`src/rtl/karatsuba64_seq_ctrl_pkg.sv`:
```
// Shared types and constants for the sequential Karatsuba 64x64 multiplier controller.
// The controller also honours the optional build macro KARA_MUL_PIPE_EN.
package karatsuba_pkg;

  localparam int KARA_W     = 64;
  localparam int KARA_HW    = 32;
  localparam int KARA_MW    = 34;
  localparam int KARA_SH_LO = 32;
  localparam int KARA_SH_HI = 64;

  typedef enum logic [2:0] {
    ST_IDLE,
    ST_LO,
    ST_HI,
    ST_MID,
    ST_COMB,
    ST_DONE
  } kara_state_t;

endpackage

```
`src/rtl/karatsuba64_seq_ctrl_if.sv`:
```
// Operand/result handshake bundle for karatsuba64_seq_ctrl.
// The slave side is the controller; the master side is the operand source plus the result sink.
interface karatsuba64_seq_ctrl_if #(
  parameter int W = 64
);
  logic           in_valid;
  logic           in_ready;
  logic [W-1:0]   in_x;
  logic [W-1:0]   in_y;
  logic           out_valid;
  logic           out_ready;
  logic [2*W-1:0] out_p;

  modport slave (
    input  in_valid, in_x, in_y, out_ready,
    output in_ready, out_valid, out_p
  );

  modport master (
    output in_valid, in_x, in_y, out_ready,
    input  in_ready, out_valid, out_p
  );
endinterface

```
`src/rtl/karatsuba64_seq_ctrl_combine.sv`:
```
// Purely combinational Karatsuba recombination: p = (z2<<64) + ((z1-z2-z0)<<32) + z0, all mod 2^N.
// It is kept standalone so that a fully parallel variant can reuse it.
module karatsuba_combine
  import karatsuba_pkg::*;
#(
  parameter int W  = KARA_W,
  parameter int MW = KARA_MW
) (
  input  logic [2*MW-1:0] z0,
  input  logic [2*MW-1:0] z1,
  input  logic [2*MW-1:0] z2,
  output logic [2*W-1:0]  p
);

  logic [2*MW-1:0] zm;
  logic [2*W-1:0]  z0_x;
  logic [2*W-1:0]  zm_x;
  logic [2*W-1:0]  z2_x;

  always_comb begin
    // The middle term is formed modulo 2^(2*MW); a wrap here cancels out in the final sum.
    zm   = z1 - z2 - z0;
    z0_x = (2*W)'(z0);
    zm_x = (2*W)'(zm) << KARA_SH_LO;
    z2_x = (2*W)'(z2) << KARA_SH_HI;
    p    = z2_x + zm_x + z0_x;
  end

endmodule

```
`src/rtl/karatsuba64_seq_ctrl.sv`:
```
// Sequential 64x64 Karatsuba controller sharing one external multiplier over the z0/z2/z1 products.
// Optional macro KARA_MUL_PIPE_EN registers mul_p and turns each multiply state into issue+capture.
module karatsuba64_seq_ctrl
  import karatsuba_pkg::*;
#(
  parameter int W  = KARA_W,
  parameter int MW = KARA_MW
) (
  input  logic                    clk,
  input  logic                    rst,
  karatsuba64_seq_ctrl_if.slave   bus,
  output logic [MW-1:0]           mul_a,
  output logic [MW-1:0]           mul_b,
  input  logic [2*MW-1:0]         mul_p,
  output logic                    busy
);

  localparam int HW = W / 2;

  kara_state_t     state_q, state_d;
  logic [HW-1:0]   xl_q, xl_d, xh_q, xh_d;
  logic [HW-1:0]   yl_q, yl_d, yh_q, yh_d;
  logic [2*MW-1:0] z0_q, z0_d, z1_q, z1_d, z2_q, z2_d;
  logic [2*W-1:0]  out_p_q, out_p_d;
  logic [2*W-1:0]  comb_p;
  logic [HW:0]     x_sum, y_sum;
  logic [2*MW-1:0] prod;
  logic            cap;

`ifdef KARA_MUL_PIPE_EN
  logic [2*MW-1:0] mulp_q, mulp_d;
  logic            phase_q, phase_d;
`endif

  karatsuba_combine #(
    .W  (W),
    .MW (MW)
  ) u_combine (
    .z0 (z0_q),
    .z1 (z1_q),
    .z2 (z2_q),
    .p  (comb_p)
  );

  always_comb begin
    x_sum = {1'b0, xl_q} + {1'b0, xh_q};
    y_sum = {1'b0, yl_q} + {1'b0, yh_q};
  end

`ifdef KARA_MUL_PIPE_EN
  // Capture happens on the second cycle of each multiply state, from the registered product.
  always_comb begin
    mulp_d = mul_p;
    prod   = mulp_q;
    cap    = phase_q;
  end
`else
  always_comb begin
    prod = mul_p;
    cap  = 1'b1;
  end
`endif

  always_comb begin
    state_d = state_q;
    xl_d    = xl_q;
    xh_d    = xh_q;
    yl_d    = yl_q;
    yh_d    = yh_q;
    z0_d    = z0_q;
    z1_d    = z1_q;
    z2_d    = z2_q;
    out_p_d = out_p_q;
    mul_a   = '0;
    mul_b   = '0;
`ifdef KARA_MUL_PIPE_EN
    phase_d = 1'b0;
`endif
    unique case (state_q)
      ST_IDLE: begin
        if (bus.in_valid) begin
          xl_d    = bus.in_x[HW-1:0];
          xh_d    = bus.in_x[W-1:HW];
          yl_d    = bus.in_y[HW-1:0];
          yh_d    = bus.in_y[W-1:HW];
          state_d = ST_LO;
        end
      end
      ST_LO: begin
        mul_a = MW'(xl_q);
        mul_b = MW'(yl_q);
`ifdef KARA_MUL_PIPE_EN
        phase_d = ~phase_q;
`endif
        if (cap) begin
          z0_d    = prod;
          state_d = ST_HI;
        end
      end
      ST_HI: begin
        mul_a = MW'(xh_q);
        mul_b = MW'(yh_q);
`ifdef KARA_MUL_PIPE_EN
        phase_d = ~phase_q;
`endif
        if (cap) begin
          z2_d    = prod;
          state_d = ST_MID;
        end
      end
      ST_MID: begin
        // The 33-bit half sums keep their carry, hence the wider multiplier port.
        mul_a = MW'(x_sum);
        mul_b = MW'(y_sum);
`ifdef KARA_MUL_PIPE_EN
        phase_d = ~phase_q;
`endif
        if (cap) begin
          z1_d    = prod;
          state_d = ST_COMB;
        end
      end
      ST_COMB: begin
        out_p_d = comb_p;
        state_d = ST_DONE;
      end
      ST_DONE: begin
        if (bus.out_ready) begin
          state_d = ST_IDLE;
        end
      end
      default: state_d = ST_IDLE;
    endcase
  end

  always_ff @(posedge clk) begin
    if (rst) begin
      state_q <= ST_IDLE;
      xl_q    <= '0;
      xh_q    <= '0;
      yl_q    <= '0;
      yh_q    <= '0;
      z0_q    <= '0;
      z1_q    <= '0;
      z2_q    <= '0;
      out_p_q <= '0;
    end else begin
      state_q <= state_d;
      xl_q    <= xl_d;
      xh_q    <= xh_d;
      yl_q    <= yl_d;
      yh_q    <= yh_d;
      z0_q    <= z0_d;
      z1_q    <= z1_d;
      z2_q    <= z2_d;
      out_p_q <= out_p_d;
    end
  end

`ifdef KARA_MUL_PIPE_EN
  always_ff @(posedge clk) begin
    if (rst) begin
      mulp_q  <= '0;
      phase_q <= 1'b0;
    end else begin
      mulp_q  <= mulp_d;
      phase_q <= phase_d;
    end
  end
`endif

  assign bus.in_ready  = (state_q == ST_IDLE);
  assign bus.out_valid = (state_q == ST_DONE);
  assign bus.out_p     = out_p_q;
  assign busy          = (state_q != ST_IDLE);

endmodule

```
`src/flat_wrapper.sv`:
```
// flat-port wrapper written by rule: the top's interface ports become plain ports
module karatsuba64_seq_ctrl_flat import karatsuba_pkg::*;
#(
  parameter int W  = KARA_W,
  parameter int MW = KARA_MW
)
  (clk, rst, mul_a, mul_b, mul_p, busy, bus_in_valid, bus_in_x, bus_in_y, bus_out_ready, bus_in_ready, bus_out_valid, bus_out_p);
  karatsuba64_seq_ctrl_if #(.W(W)) bus_i ();
  input  logic clk;
  input  logic rst;
  output logic [MW-1:0] mul_a;
  output logic [MW-1:0] mul_b;
  input  logic [2*MW-1:0] mul_p;
  output logic busy;
  input wire logic [$bits(bus_i.in_valid)-1:0] bus_in_valid;
  input wire logic [$bits(bus_i.in_x)-1:0] bus_in_x;
  input wire logic [$bits(bus_i.in_y)-1:0] bus_in_y;
  input wire logic [$bits(bus_i.out_ready)-1:0] bus_out_ready;
  output wire logic [$bits(bus_i.in_ready)-1:0] bus_in_ready;
  output wire logic [$bits(bus_i.out_valid)-1:0] bus_out_valid;
  output wire logic [$bits(bus_i.out_p)-1:0] bus_out_p;
  assign bus_i.in_valid = bus_in_valid;
  assign bus_i.in_x = bus_in_x;
  assign bus_i.in_y = bus_in_y;
  assign bus_i.out_ready = bus_out_ready;
  assign bus_in_ready = bus_i.in_ready;
  assign bus_out_valid = bus_i.out_valid;
  assign bus_out_p = bus_i.out_p;
  karatsuba64_seq_ctrl #(.W(W), .MW(MW)) u_core (.clk(clk), .rst(rst), .bus(bus_i), .mul_a(mul_a), .mul_b(mul_b), .mul_p(mul_p), .busy(busy));
endmodule
```
`config.mk`:
```
export PLATFORM = sky130hd
export DESIGN_NAME = karatsuba64_seq_ctrl_flat
export DESIGN_NICKNAME = d
export VERILOG_FILES = /design/src/rtl/karatsuba64_seq_ctrl_pkg.sv /design/src/rtl/karatsuba64_seq_ctrl_if.sv /design/src/rtl/karatsuba64_seq_ctrl_combine.sv /design/src/rtl/karatsuba64_seq_ctrl.sv /design/src/flat_wrapper.sv
export SDC_FILE = /design/constraint.sdc
export NUM_CORES = 2
export LEC_CHECK = 0
export CORE_ASPECT_RATIO = 0.5
export CORE_MARGIN = 10
export CORE_UTILIZATION = 52
export CTS_CLUSTER_DIAMETER = 120
export DETAILED_ROUTE_END_ITERATION = 7
export PLACE_DENSITY = 0.85
export SLEW_MARGIN = 15
export SYNTH_ARGS = -nofsm -noshare
export SYNTH_HDL_FRONTEND = slang
export SYNTH_SLANG_ARGS = --single-unit
```
`constraint.sdc`:
```
create_clock -name clk -period 10.65 [get_ports clk]
set_input_delay 2.13 -clock clk [delete_from_list [all_inputs] [get_ports clk]]
set_output_delay 2.13 -clock clk [all_outputs]
set_load 0.1 [all_outputs]
```
==> summary.txt <==
Status
  – Status: complete, no violations

Timing
  – # setup viols final: 0
  – Max-slew violation count: 0
  – Final period utilization: 77.0%
  – Hold slack: 0.450 ns
  – RSZ-0062 raised after global routing: false
  – Least-Margin Pin Slew: 1.18 ns
  – Max-slew headroom: 21.0%
  – Clk_skew: 0.0345 ns
  – Minimum clock period: 8.20 ns
  – TNS Setup: 0 ns
  – Hold Fails Final Rpt: 0
  – Fmax: 122 MHz

Cells and area
  – Area growth syn-to-layout: 18.9%
  – Cell Count, Final, Fillers Out: 5262
  – NumNets Final: 4946
  – Finished Core Util: 62.5%
  – Share of cells above drive strength 1: 3.08%

Detailed routing
  – Antenna Nets Post-Route: 0
  – WL final: 118000 um
  – Via count: 31800
  – DRC errors left: 0
  – Drt first pass iters: 6
  – Iter 0 DRT Violations: 3341
  – Drt wl/cell: 22.4 um
  – Vias/cell: 6.04

Yosys
  – Yosys cell types: 76
  – Post-synth top area share: 29.8%
  – Mapped Cells: 4170
  – Leading area contributor after synthesis: dfxtp_1
  – Synth Area per Inst: 7.47 sq um
  – Sequential area share after synthesis: 29.8%
  – Yosys warns: 0
  – Most common cell in the netlist: nand2_1
  – Most common flop cell mapped by yosys: dfxtp_1
  – Mapped Area: 0.0311 sq mm
  – Most frequent cells after synthesis: nand2_1 (1028), a21oi_1 (664), dfxtp_1 (463)
  – Seq cells post-synth: 463
  – Post-synth EDFFs: 0
  – Top cells by area, synth: dfxtp_1 (30%), nand2_1 (12%), a21oi_1 (11%)
  – Synth async-reset ratio: 0%

Pwr
  – Cell Pwr Density: 229 mW/mm^2
  – Leak pwr: 14.6 nW
  – Peak supply drop: 0.144 mV

CTS
  – Total CTS buffers: 43
  – H-tree levels: 2
  – Reg clk slew, reported paths: 0.07 ns
  – CTS tree: yes
  – Num Clock Sinks: 463
  – Setup Buffers After CTS: 0
  – Max Buffers Root-to-Sink: 3
  – Clk root buf: clkbuf_16
  – Hold Buf Count CTS: 0
  – Post-cts resize count: 0
  – Worst skew pair latency: 0.61 ns

Worst setup path
  – Worst flop-to-flop path endpoint: u_core.bus.out_p[121]
  – Crit path launch: u_core.z1_q[0]
  – Worst r2r src: u_core.z1_q[0]
  – Slowest-stage cell, CP: fa_1
  – Worst reg-to-reg setup slack: 2.45 ns
  – Capture point of the worst path: u_core.bus.out_p[121]
  – Worst Setup Start Kind: flop
  – R2R depth: 28
  – Required time worst endpoint: 11.09 ns
  – WS Path Type: flop to flop
  – Worst-path fanout max: 14
  – CP Data Arrival Time: 8.65 ns
  – CP Capture Type: flop
  – CP max stage delay: 0.71 ns

Global route
  – Antenna violations before repair: 13
  – Largest net degree at the start of global routing: 218
  – First-pass GRT wire length: 178000 um
  – Vias in the first global route: 30100
  – Grt ovf: 0
  – Total track usage: 31.6%

Floorplanning
  – Initial core utilization: 52.6%
  – FP Rows: 63
  – Die Ht: 193 um
  – Die area: 0.0706 sq mm
  – Die width: 366 um
  – I/O pin count: 399
  – Core ar.: 0.0592 sq mm

Placement
  – Final GP Congestion: 1.17
  – IO Port Bufs: 396
  – DP Cell Count: 5174
  – Post-DP HPWL: 90500 um

Hold path
  – Worst Hold Class: flop to flop

Run
  – Number of max-cap violations: 0
-- flip-flops by register name (all words and copies together) (netlist names) --
signal and flops:
u_core.z2_q 68, u_core.xh_q 32, u_core.yh_q 32, u_core.yl_q 32, u_core.state_q 3, u_core.bus.out_p 128, u_core.xl_q 32, u_core.z1_q 68
u_core.z0_q 68
-- area by class of cell --
class / count / area, sq um
fill: 5175 / 22200
multi-input combinational: 3282 / 20300
sequential: 463 / 9270
timing repair buffer: 416 / 4130
clock buffer: 63 / 1230
tap: 812 / 1020
inverter: 201 / 754
clock inverter: 16 / 278
antenna: 9 / 22.5
-- worst min path at each step --
stage / cells after the start / from / slack, ns / end
5_1_grt: 2 / u_core.bus.out_p[73] / 0.47 / u_core.bus.out_p[73]
6_report: 2 / u_core.bus.out_p[77] / 0.45 / u_core.bus.out_p[77]
2_1_floorplan: 2 / u_core.z0_q[65] / 0.44 / u_core.z0_q[65]
3_5_place_dp: 2 / u_core.bus.out_p[57] / 0.44 / u_core.bus.out_p[57]
4_1_cts: 2 / u_core.bus.out_p[93] / 0.45 / u_core.bus.out_p[93]
3_3_place_gp: 2 / u_core.bus.out_p[91] / 0.44 / u_core.bus.out_p[91]
-- per-stage QoR --
stage	instance area [sq um]	power, mW	setup slack (ns)
2_1_floorplan	31100	5.00	1.50
4_1_cts	37000	8.32	2.82
3_3_place_gp	35500	6.59	3.03
5_1_grt	37000	8.87	2.14
6_report	37000	8.48	2.45
3_5_place_dp	35500	6.58	2.98
-- per-layer routing --
| metal | routed length (um) | global-route usage (%) | up-vias |
|---|---|---|---|
| met4 | 3810 | 10.2 | 10 |
| met1 | 50000 | 41.7 | 15200 |
| met2 | 52600 | 50.8 | 1419 |
| met5 | 63 | 0 | - |
| li1 | - | - | 14900 |
| met3 | 11600 | 7.93 | 211 |
-- cells by family after synthesis --
kind of cell | after synthesis | synth area share, %
AOI/OAI and AO/OA | 1227 | 23.1
xor gates and xnor gates | 189 | 5.32
adders and majority gates | 339 | 15.4
buffers and inverters | 426 | 5.19
DFF | 463 | 29.8
muxes | 25 | 0.876
other | 1 | 0.0120
and+or+nand+nor | 1500 | 20.3
-- worst max-delay path: cells and delay by family, from the launching register on --
kind                     cells  cell delay [ns]
AO/OA/AOI/OAI               10             2.86
XOR/XNOR                     2             0.39
adder cells (fa/ha/maj)      5             2.32
buffers and inverters        3             0.39
flip-flops                   1             0.34
AND/OR/NAND/NOR              8             1.72
-- power breakdown --
group          internal [mW]  switching [mW]  total, mW
clock                  0.978           0.738       1.72
sequential              1.83          0.0937       1.92
combinational           1.56            3.29       4.85
total                   4.36            4.12       8.48
-- cells in the final DEF (no fill, tap or decap), drive strengths merged, types with 9 or more instances in the layout --
master         netlist  layout
clkdlybuf4s50        0     395
fa                  74      74
xor2                59      59
inv                200     202
o21ai              181     181
or3                 13      13
o21bai              36      36
a31oi               41      41
nand2b              24      24
ha                 265     265
a211oi              35      35
o41ai               10      10
dfxtp              463     463
o21a                22      22
nor2b               19      19
nand4               45      45
a22oi               55      55
diode                0       9
a21o                82      82
xnor2              130     130
nor4                20      20
buf                 22      21
clkbuf             203      63
nand2             1029    1029
nand3               55      55
a21oi              664     664
nor3                55      55
nor2               162     162
and2                16      16
o211ai              17      17
and3                28      28
mux2                18      18
No activity file was read; power rests on OpenSTA's default activity.
